==> src/rtl/uart_ram_programmer.sv <==
// Serial program loader: waits for a magic byte sequence on an 8N1 line, then
// writes a little-endian word count and that many words into RAM, holding the system in reset.
module uart_ram_programmer #(
   parameter int                        CLK_FREQ     = 50_000_000,
   parameter int                        BAUD_RATE    = 115_200,
   parameter int                        SEQ_LENGTH   = 8,
   parameter logic [8*SEQ_LENGTH-1:0]   MAGIC_SEQ    = "CERESTST",
   parameter int                        BREAK_CYCLES = 1_000_000
) (
   input  logic        clk_i,
   input  logic        rst_i,
   input  logic        uart_rx_i,
   output logic [31:0] prog_addr_o,
   output logic [31:0] prog_data_o,
   output logic        prog_valid_o,
   output logic        prog_mode_o,
   output logic        system_reset_o
);

   localparam int              CPB      = CLK_FREQ / BAUD_RATE;
   localparam int              CW       = $clog2(CPB);
   localparam logic [CW-1:0]   BIT_M1   = CW'(CPB - 1);
   localparam logic [CW-1:0]   HALF_M1  = CW'(CPB / 2 - 1);
   localparam int              IW       = (SEQ_LENGTH > 1) ? $clog2(SEQ_LENGTH) : 1;
   localparam logic [IW-1:0]   IDX_LAST = IW'(SEQ_LENGTH - 1);
   localparam logic [31:0]     BREAK    = 32'(BREAK_CYCLES);

   typedef enum logic [1:0] {RX_IDLE, RX_START, RX_DATA, RX_STOP} rx_state_t;
   typedef enum logic [1:0] {S_IDLE, S_COUNT, S_DATA, S_DONE} state_t;

   // Index 0 is the first byte on the wire, i.e. the leftmost string character.
   function automatic logic [7:0] magic_byte(input int i);
      return MAGIC_SEQ[8*(SEQ_LENGTH-1-i) +: 8];
   endfunction

   rx_state_t     rx_state, rx_next;
   logic [1:0]    rx_sync;
   logic          rx_s;
   logic [CW-1:0] rx_cnt;
   logic [2:0]    bit_idx;
   logic [7:0]    rx_byte;
   logic          byte_valid;

   assign rx_s = rx_sync[1];

   always_ff @(posedge clk_i) begin
      if (rst_i) rx_state <= RX_IDLE;
      else       rx_state <= rx_next;
   end

   always_comb begin
      rx_next = rx_state;
      case (rx_state)
         RX_IDLE:  if (!rx_s) rx_next = RX_START;
         RX_START: if (rx_cnt == HALF_M1) rx_next = rx_s ? RX_IDLE : RX_DATA;
         RX_DATA:  if (rx_cnt == BIT_M1 && bit_idx == 3'd7) rx_next = RX_STOP;
         RX_STOP:  if (rx_cnt == BIT_M1) rx_next = RX_IDLE;
         default:  rx_next = RX_IDLE;
      endcase
   end

   always_ff @(posedge clk_i) begin
      if (rst_i) begin
         rx_sync    <= 2'b11;
         rx_cnt     <= '0;
         bit_idx    <= '0;
         rx_byte    <= '0;
         byte_valid <= 1'b0;
      end else begin
         rx_sync    <= {rx_sync[0], uart_rx_i};
         byte_valid <= 1'b0;
         case (rx_state)
            RX_IDLE: begin
               rx_cnt  <= '0;
               bit_idx <= '0;
            end
            RX_START: rx_cnt <= (rx_cnt == HALF_M1) ? '0 : rx_cnt + 1'b1;
            RX_DATA: begin
               if (rx_cnt == BIT_M1) begin
                  rx_cnt  <= '0;
                  rx_byte <= {rx_s, rx_byte[7:1]};
                  bit_idx <= bit_idx + 1'b1;
               end else begin
                  rx_cnt <= rx_cnt + 1'b1;
               end
            end
            RX_STOP: begin
               if (rx_cnt == BIT_M1) begin
                  rx_cnt     <= '0;
                  byte_valid <= rx_s;  // stop bit low: framing error, byte dropped
               end else begin
                  rx_cnt <= rx_cnt + 1'b1;
               end
            end
            default: rx_cnt <= '0;
         endcase
      end
   end

   state_t        state, state_next;
   logic [IW-1:0] idx;
   logic [1:0]    byte_cnt;
   logic [31:0]   shreg, assembled, words_left, addr, timer;
   logic          timeout;

   assign assembled = {rx_byte, shreg[31:8]};
   assign timeout   = (timer == BREAK);

   always_ff @(posedge clk_i) begin
      if (rst_i) state <= S_IDLE;
      else       state <= state_next;
   end

   always_comb begin
      state_next = state;
      case (state)
         S_IDLE:
            if (byte_valid && rx_byte == magic_byte(int'(idx)) && idx == IDX_LAST)
               state_next = S_COUNT;
         S_COUNT:
            if (timeout) state_next = S_IDLE;
            else if (byte_valid && byte_cnt == 2'd3)
               state_next = (assembled == 32'd0) ? S_DONE : S_DATA;
         S_DATA:
            if (timeout) state_next = S_IDLE;
            else if (byte_valid && byte_cnt == 2'd3 && words_left == 32'd1)
               state_next = S_DONE;
         S_DONE:  state_next = S_IDLE;
         default: state_next = S_IDLE;
      endcase
   end

   always_ff @(posedge clk_i) begin
      if (rst_i) begin
         idx          <= '0;
         byte_cnt     <= '0;
         shreg        <= '0;
         words_left   <= '0;
         addr         <= '0;
         timer        <= '0;
         prog_addr_o  <= '0;
         prog_data_o  <= '0;
         prog_valid_o <= 1'b0;
      end else begin
         prog_valid_o <= 1'b0;
         case (state)
            S_IDLE: begin
               byte_cnt <= '0;
               timer    <= '0;
               if (byte_valid) begin
                  if (rx_byte == magic_byte(int'(idx)))
                     idx <= (idx == IDX_LAST) ? '0 : idx + 1'b1;
                  else
                     idx <= (rx_byte == magic_byte(0)) ? IW'(1) : '0;
               end
            end
            S_COUNT, S_DATA: begin
               timer <= byte_valid ? 32'd0 : timer + 32'd1;
               if (byte_valid && !timeout) begin
                  shreg    <= assembled;
                  byte_cnt <= byte_cnt + 1'b1;
                  if (byte_cnt == 2'd3) begin
                     if (state == S_COUNT) begin
                        words_left <= assembled;
                        addr       <= '0;
                     end else begin
                        prog_valid_o <= 1'b1;
                        prog_data_o  <= assembled;
                        prog_addr_o  <= addr;
                        addr         <= addr + 32'd1;
                        words_left   <= words_left - 32'd1;
                     end
                  end
               end
            end
            default: idx <= '0;
         endcase
      end
   end

   // Mode stays up through DONE so the last strobe is covered.
   assign prog_mode_o    = (state != S_IDLE);
   assign system_reset_o = (state != S_IDLE);

endmodule

==> config.mk <==
export PLATFORM = sky130hd
export DESIGN_NAME = uart_ram_programmer
export DESIGN_NICKNAME = d
export VERILOG_FILES = /design/src/rtl/uart_ram_programmer.sv
export SDC_FILE = /design/constraint.sdc
export NUM_CORES = 1
export LEC_CHECK = 0
export CELL_PAD_IN_SITES_DETAIL_PLACEMENT = 0
export CELL_PAD_IN_SITES_GLOBAL_PLACEMENT = 2
export CORE_MARGIN = 2
export CORE_UTILIZATION = 36
export CTS_CLUSTER_DIAMETER = 50
export CTS_CLUSTER_SIZE = 40
export DETAILED_ROUTE_END_ITERATION = 8
export PLACE_DENSITY_LB_ADDON = 0.08
export SLEW_MARGIN = 20
export SYNTH_ARGS = -nofsm -noshare
export SYNTH_HDL_FRONTEND = slang
export SYNTH_SLANG_ARGS = --single-unit
==> constraint.sdc <==
create_clock -name clk_i -period 2.6 [get_ports clk_i]
set_clock_uncertainty 0.1 [all_clocks]
set_input_delay 0.26 -clock clk_i [delete_from_list [all_inputs] [get_ports clk_i]]
set_output_delay 0.26 -clock clk_i [all_outputs]
set_load 0.05 [all_outputs]
==> Word level (Yosys, flattened, before mapping) <==
Index checks and enable logic that the tools add are counted.
{ "totals": {"ff_bits": 225, "input_bits": 3, "wordCells": 112} }
{ "op_classes": {"n_shift": 1, "bitwise": 6, "reduce_logical": 26, "eq_ne": 25, "addsub": 8, "mux": 30} }
{ "ops": {"columns": ["cell", "n"], "rows": [
  ["$mux W32", 3],
  ["$add A32 B1 Y32 const B", 2],
  ["$pmux W32 S2", 1],
  ["$shiftx A64 B7 Y8 const A", 1],
  ["$eq A32 B1 Y1 const B", 1],
  ["$eq A32 B20 Y1 const B", 1],
  ["$logic_not A32 Y1", 1],
  ["$sub A32 B1 Y32 const B", 1],
  ["$pmux W9 S3", 1],
  ["$mux W2", 11],
  ["$mux W9", 2],
  ["$ne A2 B2 Y1 const B", 8],
  ["$pmux W2 S4", 2],
  ["$mux W3", 4],
  ["$pmux W3 S2", 2],
  ["$eq A2 B2 Y1 const B", 5],
  ["$reduce_and A2 Y1", 5],
  ["$add A9 B1 Y9 const B", 1],
  ["$eq A9 B8 Y1 const B", 1],
  ["$eq A9 B9 Y1 const B", 1],
  ["$eq A8 B7 Y1 const B", 1],
  ["$eq A8 B8 Y1", 1],
  ["$reduce_and A4 Y1", 2],
  ["$add A3 B1 Y3 const B", 2],
  ["other kinds (16)", 36]
]} }

==> Depth between registers and ports, before layout <==
Gate-level depths: netlist (run 1).
{ "logic_depth": {"depth_word": 7, "depth_mapped": 9, "ltp_nobuf": 7} }

==> Worst setup path before layout (run 1) <==
OpenSTA, ideal clock, no wires.
{ "synth_path": {"kind": "flip-flop to flip-flop", "from": "reg words_left[0]", "to": "reg words_left[24]", "t_required_ns": 2.440, "n_path_buf": 1, "path_stages_with_launch": 9, "path_slack_ns": 0.209, "t_arrival_ns": 2.231, "synth_period_minus_slack_ns": 2.391, "path_cell_list": "dfxtp_1 -> inv_1 -> ha_1 -> or4b_1 -> buf_2 -> or3_2 -> or4_1 -> o21ai_0 -> a32o_1"} }
{ "synth_via": {"elab_chain_len": 2} }
{ "synth_lines": {"columns": ["item", "line", "source"], "rows": [
  ["start: declaration", "103", "logic [31:0] shreg, assembled, words_left, addr, timer;"],
  ["start signal: assignment", "164", "words_left <= assembled;"],
  ["start signal: assignment", "171", "words_left <= words_left - 32'd1;"],
  ["$sub A32 B1 Y32", "171", null],
  ["$mux W32", "163", "if (state == S_COUNT) begin"]
]} }
No other way between the ends.
A chain may end at the register's enable or synchronous reset.

==> Final worst setup path (run 1) <==
{ "layout_path": {"from": "reg words_left[20]", "to": "reg state[1]"} }
{ "layout_via": {"elab_chain_len": 4} }
{ "layout_lines": {"columns": ["item", "line", "source"], "rows": [
  ["$eq A32 B1 Y1", "126", "else if (byte_valid && byte_cnt == 2'd3 && words_left == 32'd1)"],
  ["$logic_and A1 B1 Y1", "126", null],
  ["$ne A3 B3 Y1 (no source line)", null, null],
  ["$reduce_and A3 Y1 (no source line)", null, null],
  ["end signal: assignment", "111", "else state <= state_next;"],
  ["end: declaration", "100", "state_t state, state_next;"]
]} }
No other way between the ends.

==> results by group, run 1 <==
Timing
  – RSZ-0062 raised after global routing: no
  – Max Fclk: 0.411 GHz
  – Hold Fails Final Rpt: 0
  – Slew at the pin closest to its max-slew limit: 0.671 ns
  – Worst Slack Setup Final: 0.166 ns
  – Total Neg Setup Slack: 0 ns
  – Setup violators final: 0
  – Max_slew headroom: 55.3%
  – Min Tclk post-route: 2.43 ns
  – Final-report max-slew violation count: 0
  – Final worst-path cycle share: 93.6%

Global routing
  – Vias in the first global route: 8709
  – First-pass GRT wire length: 46.4 mm
  – Initial antenna violation count: 0
  – Largest net degree at the start of global routing: 63
  – Routing usage on met1: 28.1%
  – GRT busiest layer: met2
  – M3 GR Usage: 3.24%
  – GRT Total Usage: 19.5%
  – Met2 GRT Util: 30.1%
  – Total grt overflow: 0

Worst hold path
  – Depth of the worst hold-timing path: 2
  – Hold Path Sink: bit_idx[0]
  – HP Start: rst_i
  – Class of the tightest hold or removal check: in2reg

Finish
  – Number of diodes: 0
  – Area Growth Syn to Fin: 26.2%
  – Fin util: 46.0%
  – Fin nets: 1350
  – Commonest non-fill, non-tap cell in the layout: dfxtp_1
  – Layout cell share with drive strength beyond 1: 12.2%
  – Most frequent cells in the layout: 217 x dfxtp_1, 189 x nand2_1, 129 x a21oi_1, 120 x nor2_1, 66 x clkdlybuf4s50_1

Power and ir drop
  – NetSw: 1.75 mW
  – P_int: 6.58 mW
  – Power share of the clock group: 58.0%
  – Total leakage power: 4.49 nW
  – Total power: 8.33 mW
  – Reg power frac: 40.1%
  – Combinational share of power: 1.9%
  – Power Dens Cells: 653 nW/um2
  – Max VDD drop: 0.566 mV
  – Sw Ratio: 21.0%

Route
  – Vias per cell: 5.22
  – Vias: 9040
  – DRT iter0 DRCs: 580
  – WL final: 28.4 mm
  – Drt first pass iters: 5
  – Post-route DRC: 0
  – Antenna-violating nets left: 0
  – Routed len/inst: 16.4 um

Worst setup path
  – Worst-path fanout max: 5
  – Worst-path cell chain: or3_4 > or4_4 > nor4_2 > mux2_2 > a32o_1
  – CP startpoint: words_left[20]
  – Worst R2R Path Depth: 5
  – Critical path's largest stage delay: 0.48 ns
  – Critical path class: reg2reg
  – WP data arrival: 2.72 ns
  – Slowest-stage cell, CP: or4_4
  – Req. time, crit path: 2.88 ns
  – R2R Setup Slk: 0.17 ns
  – Critical R2R Capture: state[1]
  – Setup crit start kind: flop
  – RR Startpoint: words_left[20]
  – Kind of end point of the critical path: flop

Clock tree
  – H-tree Lvls: 2
  – Clock buffer depth: 3
  – Number of buffers created by CTS: 34
  – # hold bufs at CTS: 0
  – Root Driver: clkbuf_16
  – Clk slew on worst S/H paths: 0.05 ns
  – Clock Sinks: 217
  – TritonCTS clock tree: done
  – Worst skew pair latency: 0.50 ns

Yosys
  – Post-synthesis cell area: 10100 um2
  – Async S/R FF share, synth: 0%
  – Post-Synthesis Cells: 1234
  – Top_reg_cell synth: dfxtp_1
  – Post-synth EDFFs: 0
  – FF+latch count, synth: 217
  – Ys Warns: 0
  – Post-synthesis cell type count: 76
  – Sequential cell area fraction in the yosys report: 43.0%
  – Mapped Nets: 1256
  – Synthesized area per cell: 8.19 um2

Floorplanning
  – Total core area: 27700 um2
  – Die H: 172 um
  – Die ar.: 29400 um2
  – Die X: 172 um
  – Initial core utilization: 36.5%
  – FP Rows: 61
  – I/O pin count: 70

Place
  – Dpl hpwl: 19.3 mm
  – Port Buf Inserts: 69
  – Pre-CTS setup slack: 0.0358 ns
  – Global placer's final weighted congestion: 0.784

Run
  – Max-Cap Viols: 0

Outcome
  – Status: finished, final reports clean
## worst max path at each step
stage                                 to  slack [ns]
after floorplan           words_left[24]        0.21
after global placement          addr[20]        0.17
after detailed placement        state[1]        0.04
after CTS                       state[1]       0.007
after global routing      words_left[24]       0.008
final                           state[1]        0.17
## layout make-up
cell class | instances | area, um2
fillers | 2772 | 15000
multi-input cells | 900 | 5330
flip-flops and latches | 217 | 4340
repair buffers | 136 | 1240
clock buffers | 46 | 1000
well taps | 378 | 473
clock inverters | 16 | 223
inverters | 39 | 146
## kinds of logic after synthesis
family | Yosys count | share of synthesized area, %
AND/OR/NAND/NOR | 522 | 25.5
adder cells (fa/ha/maj) | 19 | 2.35
XOR/XNOR | 38 | 3.29
buffers and inverters | 117 | 4.87
AO/OA/AOI/OAI | 283 | 17.2
multiplexers | 38 | 3.79
flip-flops | 217 | 43.0
## layer usage
| layer | part of all wire, % | vias to the layer above | routed length (um) |
|---|---|---|---|
| met5 | 0 | - | 0 |
| met4 | 1.9 | 0 | 535 |
| met3 | 3.7 | 40 | 1050 |
| met2 | 43 | 145 | 12300 |
| met1 | 51 | 4248 | 14500 |
| li1 | - | 4607 | - |
## state kept, by name, indices dropped and copies added, names as in the netlist, 3 cells and up, named ones only
register and count:
addr 32, bit_idx 3, idx 3, prog_addr_o 32, prog_data_o 32, rx_byte 8, rx_cnt 9, shreg 24
timer 32, words_left 32
## Yosys cell counts (24+ instances only)
| master | number | area [um2] |
|---|---|---|
| dfxtp_1 | 217 | 4340 |
| nand2_1 | 189 | 709 |
| a21oi_1 | 130 | 651 |
| nor2_1 | 120 | 450 |
| clkbuf_1 | 58 | 218 |
| o21ai_0 | 52 | 260 |
| inv_1 | 38 | 143 |
| mux2i_1 | 36 | 360 |
| nand3_1 | 30 | 150 |
| nor4_1 | 29 | 181 |
| nand4_1 | 28 | 175 |
| nor3_1 | 24 | 120 |
| xnor2_1 | 24 | 210 |
## worst max-delay path, delay by kind of cell, from the launching register on
family	cells	cell delay (ns)
AND/OR/NAND/NOR	3	1.28
AO/OA/AOI/OAI	1	0.21
multiplexers	1	0.38
flip-flops	1	0.35
## power by group through the flow
stage          clock network (mW)  logic [mW]  registers [mW]
3_5_place_dp                    0       0.162            3.41
2_1_floorplan                   0       0.115            3.41
3_3_place_gp                    0       0.163            3.41
6_report                     4.83       0.159            3.34
4_1_cts                      4.96       0.161            3.34
5_1_grt                      5.12       0.177            3.34
## metrics by stage
step	cells	cell area, um2	hold WS [ns]
5_1_grt	1732	12800	0.0812
3_5_place_dp	1667	11500	0.296
2_1_floorplan	1234	10100	0.264
4_1_cts	1729	12700	0.0583
3_3_place_gp	1667	11500	0.296
6_report	1732	12800	0.0634
## what timing repair did
item | 4_1_cts | 5_1_grt
pin swaps | 0 | 1
buffers inserted | 0 | 3
setup endpoints to repair | 2 | 22
hold endpoints to repair | 0 | 0
gates resized for setup | 2 | 5
No activity file was read; power rests on OpenSTA's default activity.
==> run 2: changes to the inputs <==
Settings changed: GPL_TIMING_DRIVEN set to 0.
==> run 2 against run 1 <==
  * Worst hold slack improved by 0.13 ns
  * Total power decreased by 6.4%
  * Sequential cell count unchanged
  * Core utilization decreased by 0.25 points
  * Via count increased by 4.0%
  * Combinational power increased by 23%
  * Largest cell class unchanged
  * Non-clock buffer count increased by 18
  * First-iteration DRC count increased by 12%
  * Die area unchanged
  * Fmax decreased by 2.8%
==> results by group, run 2 (same netlist as run 1, synthesis figures left out) <==
Worst hold path
  – HP Start: uart_rx_i (was rst_i)
  – Hold Path Sink: rx_sync[0] (was bit_idx[0])
  – Depth of the worst hold-timing path: 2 (unchanged)
  – Class of the tightest hold or removal check: in2reg (unchanged)

Finish
  – Final cell count without fillers: 1744 (was 1732)
  – Commonest non-fill, non-tap cell in the layout: dfxtp_1 (unchanged)
  – Post-route cell area: 12700 um2 (was 12800 um2)
  – Number of diodes: 0 (unchanged)
  – Layout cell share with drive strength beyond 1: 11.5% (was 12.2%)
  – Fin nets: 1364 (was 1350)
  – Total of fill cells in the finished design: 2859 (was 2772)
  – Area Growth Syn to Fin: 25.5% (was 26.2%)
  – Most frequent cells in the layout: 215 x dfxtp_1, 188 x nand2_1, 130 x a21oi_1, 120 x nor2_1, 66 x clkdlybuf4s50_1 (was 217 x dfxtp_1, 189 x nand2_1, 129 x a21oi_1, 120 x nor2_1, 66 x clkdlybuf4s50_1)
  – Fin util: 45.8% (was 46.0%)

Route
  – Post-route DRC: 0 (unchanged)
  – DRT iter0 DRCs: 649 (was 580)
  – Antenna-violating nets left: 0 (unchanged)
  – Routed len/inst: 18.2 um (was 16.4 um)
  – Vias: 9400 (was 9040)
  – WL final: 31.7 mm (was 28.4 mm)
  – Vias per cell: 5.39 (was 5.22)
  – Drt first pass iters: 4 (was 5)

Global routing
  – Initial antenna violation count: 0 (unchanged)
  – Total grt overflow: 0 (unchanged)
  – First-pass GRT wire length: 50.6 mm (was 46.4 mm)
  – M3 GR Usage: 2.55% (was 3.24%)
  – Met2 GRT Util: 34.3% (was 30.1%)
  – GRT busiest layer: met2 (unchanged)
  – Vias in the first global route: 8840 (was 8709)
  – Routing usage on met1: 31.8% (was 28.1%)
  – GRT Total Usage: 21.7% (was 19.5%)
  – Largest net degree at the start of global routing: 18 (was 63)

Floorplanning
  – I/O pin count: 70 (unchanged)
  – Die ar.: 29400 um2 (unchanged)
  – Total core area: 27700 um2 (unchanged)
  – Die H: 172 um (unchanged)
  – FP Rows: 61 (unchanged)
  – Initial core utilization: 36.5% (unchanged)
  – Die X: 172 um (unchanged)

Outcome
  – Status: finished, final reports clean (unchanged)

Clock tree
  – Clk slew on worst S/H paths: 0.06 ns (was 0.05 ns)
  – Root Driver: clkbuf_16 (unchanged)
  – Clock buffer depth: 3 (unchanged)
  – Worst skew pair latency: 0.56 ns (was 0.50 ns)
  – TritonCTS clock tree: done (unchanged)
  – Clock Sinks: 217 (unchanged)
  – Number of buffers created by CTS: 30 (was 34)
  – # hold bufs at CTS: 0 (unchanged)
  – H-tree Lvls: 1 (was 2)

Worst setup path
  – Critical path's largest stage delay: 0.80 ns (was 0.48 ns)
  – Kind of end point of the critical path: flop (unchanged)
  – Req. time, crit path: 2.90 ns (was 2.88 ns)
  – Bufs and invs on worst path: 0 (unchanged)
  – Slowest-stage cell, CP: nor4_1 (was or4_4)
  – Cell family contributing the most delay on the critical path: simple AND/OR/NAND/NOR gates (unchanged)
  – RR Startpoint: words_left[5] (was words_left[20])
  – Setup crit start kind: flop (unchanged)
  – Worst-path cell chain: or4_1 > nor4_1 > a31oi_1 > o21ai_0 > a21oi_1 (was or3_4 > or4_4 > nor4_2 > mux2_2 > a32o_1)
  – Critical path class: reg2reg (unchanged)
  – R2R Setup Slk: 0.1 ns (was 0.17 ns)
  – WP data arrival: 2.81 ns (was 2.72 ns)
  – Worst R2R Path Depth: 5 (unchanged)
  – Worst-path fanout max: 7 (was 5)
  – Critical R2R Capture: words_left[19] (was state[1])

Timing
  – Hold Fails Final Rpt: 0 (unchanged)
  – Max_slew headroom: 36.0% (was 55.3%)
  – Final-report max-slew violation count: 0 (unchanged)
  – Max Fclk: 0.400 GHz (was 0.411 GHz)
  – Total Neg Setup Slack: 0 ns (unchanged)
  – Setup violators final: 0 (unchanged)
  – Min Tclk post-route: 2.50 ns (was 2.43 ns)
  – Slew at the pin closest to its max-slew limit: 0.947 ns (was 0.671 ns)
  – Final worst-path cycle share: 96.3% (was 93.6%)

Power and ir drop
  – Combinational share of power: 2.5% (was 1.9%)
  – Total power: 7.80 mW (was 8.33 mW)
  – Power share of the clock group: 54.8% (was 58.0%)
  – P_int: 5.82 mW (was 6.58 mW)
  – Sw Ratio: 25.4% (was 21.0%)
  – Max VDD drop: 0.451 mV (was 0.566 mV)
  – Power Dens Cells: 615 nW/um2 (was 653 nW/um2)
  – Reg power frac: 42.7% (was 40.1%)
  – Total leakage power: 4.37 nW (was 4.49 nW)
  – NetSw: 1.98 mW (was 1.75 mW)

Place
  – Placed cell count: 1680 (was 1667)
  – Port Buf Inserts: 68 (was 69)
  – Global placer's final weighted congestion: 0.821 (was 0.784)
  – Dpl hpwl: 22.0 mm (was 19.3 mm)
  – Placed cell area: 11300 um2 (was 11500 um2)

Run
  – Max-Cap Viols: 0 (unchanged)
## run 2: cell count changes in the layout (fill, tap and decap cells not counted), moves of 6 or more
| cell | before | now |
|---|---|---|
| buf_4 | 64 | 13 |
| clkbuf_1 | 5 | 42 |
| buf_2 | 0 | 10 |
| clkbuf_2 | 0 | 8 |
| clkbuf_4 | 0 | 7 |
| clkbuf_16 | 37 | 31 |
| nor4b_1 | 8 | 2 |
| nor4b_2 | 0 | 6 |
## run 2: how the worst max path moves through the flow
stage | startpoint | to | depth (start not counted)
after floorplan | words_left[0] | words_left[24] | 8
after global placement | state[0] | prog_data_o[24] | 9
after detailed placement | state[0] | prog_data_o[24] | 9
after CTS | rx_cnt[0] | rx_cnt[2] | 7
after global routing | timer[0] | prog_data_o[29] | 10
final | words_left[5] | words_left[19] | 5
## run 2: worst reg2reg max path, delay by kind of cell, from the launching register on
family | cells | cell delay, ns
AO/OA/AOI/OAI | 3 | 0.44
flip-flops | 1 | 0.39
AND/OR/NAND/NOR | 2 | 1.43
## run 2: cell type report
| type | count | area, um2 | share of cell area, % |
|---|---|---|---|
| plain buffers | 77 | 405 | 3.20 |
| clock buffers | 34 | 807 | 6.36 |
| clock inverters | 22 | 256 | 2.02 |
| inverters | 39 | 146 | 1.15 |
| multi-input cells | 900 | 5500 | 43.4 |
| flip-flops and latches | 217 | 4350 | 34.3 |
| well taps | 378 | 473 | 3.73 |
| repair buffers | 77 | 746 | 5.88 |
## run 2: routing by layer
metal | up-vias | wire length (um)
li1 | 4661 | -
met1 | 4528 | 15800
met2 | 174 | 14100
met3 | 37 | 1200
met4 | 0 | 591
met5 | - | 0
## run 2: what timing repair did
| item | CTS | global route |
|---|---|---|
| pin swaps | 3 | 1 |
| buffers inserted | 6 | 2 |
| endpoints found under the setup margin | 148 | 128 |
| gates resized for setup | 55 | 32 |
| cloned | 0 | 1 |
## run 2: power groups by stage
| stage | combinational [mW] | clock, mW | sequential [mW] |
|---|---|---|---|
| 6_report | 0.195 | 4.27 | 3.33 |
| 5_1_grt | 0.210 | 4.50 | 3.33 |
| 3_3_place_gp | 0.191 | 0 | 3.41 |
| 3_5_place_dp | 0.189 | 0 | 3.41 |
| 2_1_floorplan | 0.115 | 0 | 3.41 |
| 4_1_cts | 0.192 | 4.36 | 3.33 |
## run 2: metrics by stage
stage / hold slack, ns / worst slack [ns]
global route: 0.199 / -0.0121
detailed placement: 0.306 / -0.932
floorplan: 0.264 / 0.209
global placement: 0.298 / -0.923
finish: 0.192 / 0.0974
CTS: 0.177 / 0.00379
==> run 3: changes to the inputs <==
Settings changed: HOLD_SLACK_MARGIN set to 0.12, PLACE_DENSITY_LB_ADDON 0.08 to 0.3.
==> run 3 against run 2 <==
  * Cell area decreased by 0.35%
  * Global-route usage decreased by 0.17 points
  * Die area did not move
  * Combinational power hardly changed
  * Core utilization is 0.16 points lower
  * Sequential cell count unchanged
  * Non-clock buffer count grew 2
  * Critical path depth is 2 higher
  * Sequential power hardly changed
  * Clock power decreased by 6.1%
  * Critical path type unchanged
  * Largest cell class unchanged
==> results by group, run 3 (same netlist as run 1, synthesis figures left out) <==
Outcome
  – Status: finished, final reports clean (unchanged)

Place
  – Placed cell count: 1680 (unchanged)
  – Placed cell area: 11300 um2 (unchanged)
  – Port Buf Inserts: 68 (unchanged)
  – Pre-CTS setup slack: -0.986 ns (was -0.932 ns)
  – Global placer's final weighted congestion: 0.839 (was 0.821)
  – Dpl hpwl: 21.7 mm (was 22.0 mm)

Worst hold path
  – HP Start: uart_rx_i (unchanged)
  – Class of the tightest hold or removal check: in2reg (unchanged)

Clock tree
  – Clock buffer depth: 3 (unchanged)
  – Worst skew pair latency: 0.55 ns (was 0.56 ns)
  – Clk slew on worst S/H paths: 0.06 ns (about the same)
  – Root Driver: clkbuf_16 (unchanged)
  – Number of buffers created by CTS: 30 (unchanged)
  – Clock Sinks: 217 (unchanged)
  – H-tree Lvls: 1 (unchanged)
  – # hold bufs at CTS: 0 (unchanged)
  – TritonCTS clock tree: done (unchanged)

Worst setup path
  – Kind of end point of the critical path: flop (unchanged)
  – Setup crit start kind: flop (unchanged)
  – Req. time, crit path: 2.98 ns (was 2.90 ns)
  – Critical path's largest stage delay: 0.47 ns (was 0.80 ns)
  – Slowest-stage cell, CP: dfxtp_1 (was nor4_1)
  – Critical path class: reg2reg (unchanged)
  – Cell family contributing the most delay on the critical path: simple AND/OR/NAND/NOR gates (unchanged)
  – Worst-path cell chain: ha_1 > and3_1 > nand3_1 > a211o_1 > clkbuf_2 > or3_1 > a21oi_1 (was or4_1 > nor4_1 > a31oi_1 > o21ai_0 > a21oi_1)
  – CP startpoint: addr[0] (was words_left[5])
  – Bufs and invs on worst path: 1 (was 0)
  – Worst-path fanout max: 10 (was 7)
  – WP data arrival: 2.91 ns (was 2.81 ns)
  – RR Startpoint: addr[0] (was words_left[5])

Floorplanning
  – Die ar.: 29400 um2 (unchanged)
  – Die X: 172 um (unchanged)
  – FP Rows: 61 (unchanged)
  – Initial core utilization: 36.5% (unchanged)
  – I/O pin count: 70 (unchanged)
  – Die H: 172 um (unchanged)
  – Total core area: 27700 um2 (unchanged)

Route
  – Post-route DRC: 0 (unchanged)
  – DRT iter0 DRCs: 642 (was 649)
  – Vias per cell: 5.35 (was 5.39)
  – Antenna-violating nets left: 0 (unchanged)
  – Routed len/inst: 17.9 um (was 18.2 um)
  – WL final: 31.2 mm (was 31.7 mm)
  – Drt first pass iters: 4 (unchanged)
  – Vias: 9327 (was 9400)

Timing
  – Max Fclk: 0.395 GHz (was 0.400 GHz)
  – Hold WS: 0.200 ns (was 0.192 ns)
  – Final-report max-slew violation count: 0 (unchanged)
  – Hold Fails Final Rpt: 0 (unchanged)
  – Final worst-path cycle share: 97.4% (was 96.3%)
  – Max_slew headroom: 30.6% (was 36.0%)
  – Slew at the pin closest to its max-slew limit: 1.03 ns (was 0.947 ns)
  – Total Neg Setup Slack: 0 ns (unchanged)
  – Worst Slack Setup Final: 0.0671 ns (was 0.0974 ns)
  – Setup violators final: 0 (unchanged)
  – Min Tclk post-route: 2.53 ns (was 2.50 ns)

Power and ir drop
  – Max VDD drop: 0.394 mV (was 0.451 mV)
  – Total power: 7.54 mW (was 7.80 mW)
  – Total leakage power: 4.35 nW (was 4.37 nW)
  – Power Dens Cells: 596 nW/um2 (was 615 nW/um2)

Global routing
  – Total grt overflow: 0 (unchanged)
  – GRT Total Usage: 21.6% (was 21.7%)
  – Initial antenna violation count: 0 (unchanged)
  – Largest net degree at the start of global routing: 16 (was 18)
  – Vias in the first global route: 9065 (was 8840)
  – First-pass GRT wire length: 50.5 mm (was 50.6 mm)

Finish
  – Fin nets: 1366 (was 1364)
  – Commonest non-fill, non-tap cell in the layout: dfxtp_1 (unchanged)
  – Fin util: 45.6% (was 45.8%)
  – Post-route cell area: 12600 um2 (was 12700 um2)
  – Area Growth Syn to Fin: 25.1% (was 25.5%)
  – Total of fill cells in the finished design: 2866 (was 2859)
  – Layout cell share with drive strength beyond 1: 11.2% (was 11.5%)
  – Most frequent cells in the layout: 215 x dfxtp_1, 189 x nand2_1, 130 x a21oi_1, 120 x nor2_1, 66 x clkdlybuf4s50_1 (was 215 x dfxtp_1, 188 x nand2_1, 130 x a21oi_1, 120 x nor2_1, 66 x clkdlybuf4s50_1)
  – Final cell count without fillers: 1744 (unchanged)
  – Number of diodes: 0 (unchanged)

Run
  – Max-Cap Viols: 0 (unchanged)
==> run 3: cell types whose count changed in the layout (fill, tap and decap cells not counted), sizes merged <==
| cell | delta |
|---|---|
| inv | -6 |
| clkinv | +4 |
| clkbuf | +3 |
| bufinv | -1 |
==> run 3: where the power goes <==
group	leakage (nW)	switching [mW]	internal (mW)
combinational	2.12	0.144	0.0484
sequential	1.75	0.00420	3.33
clock	0.485	1.69	2.32
==> run 3: final cells by class <==
class	count	area [um2]	share of cell area, %
Tap cell	378	473	3.74
Clock buffer	35	821	6.49
Clock inverter	19	184	1.46
Sequential cell	217	4350	34.4
Multi-Input combinational cell	900	5490	43.4
Timing Repair Buffer	79	773	6.12
Buffer	77	405	3.21
Inverter	39	146	1.16
==> run 3: repair_timing <==
action | 4_1_cts | 5_1_grt
setup buffers | 5 | 5
endpoints found under the setup margin | 149 | 129
endpoints found under the hold margin | 0 | 0
cloned | 0 | 1
resized for setup | 53 | 28
pin swaps | 4 | 5
==> run 3: path summary, 6_finish.rpt <==
check	cells after the start	end	slack, ns
worst min-delay path	2	rx_sync[0]	0.20
worst max-delay path	7	addr[18]	0.07
worst max register to register	7	addr[18]	0.07
worst min register to register	1	rx_sync[1]	0.32
==> run 3: worst register-to-register path, stage by stage, from the launching register on <==
cell      delay [ns]
dfxtp_1         0.47
ha_1            0.32
and3_1          0.19
nand3_1         0.17
a211o_1         0.44
clkbuf_2        0.26
or3_1           0.37
a21oi_1         0.14
==> run 3: metal layers <==
metal | up-vias | global-route usage, % | wire length, um | share of wire (%)
met1 | 4471 | 30.7 | 15200 | 49
met3 | 49 | 2.78 | 1200 | 3.9
met2 | 170 | 34.6 | 14100 | 45
li1 | 4637 | - | - | -
met4 | 0 | 5.12 | 672 | 2.2
met5 | - | 0 | 0 | 0
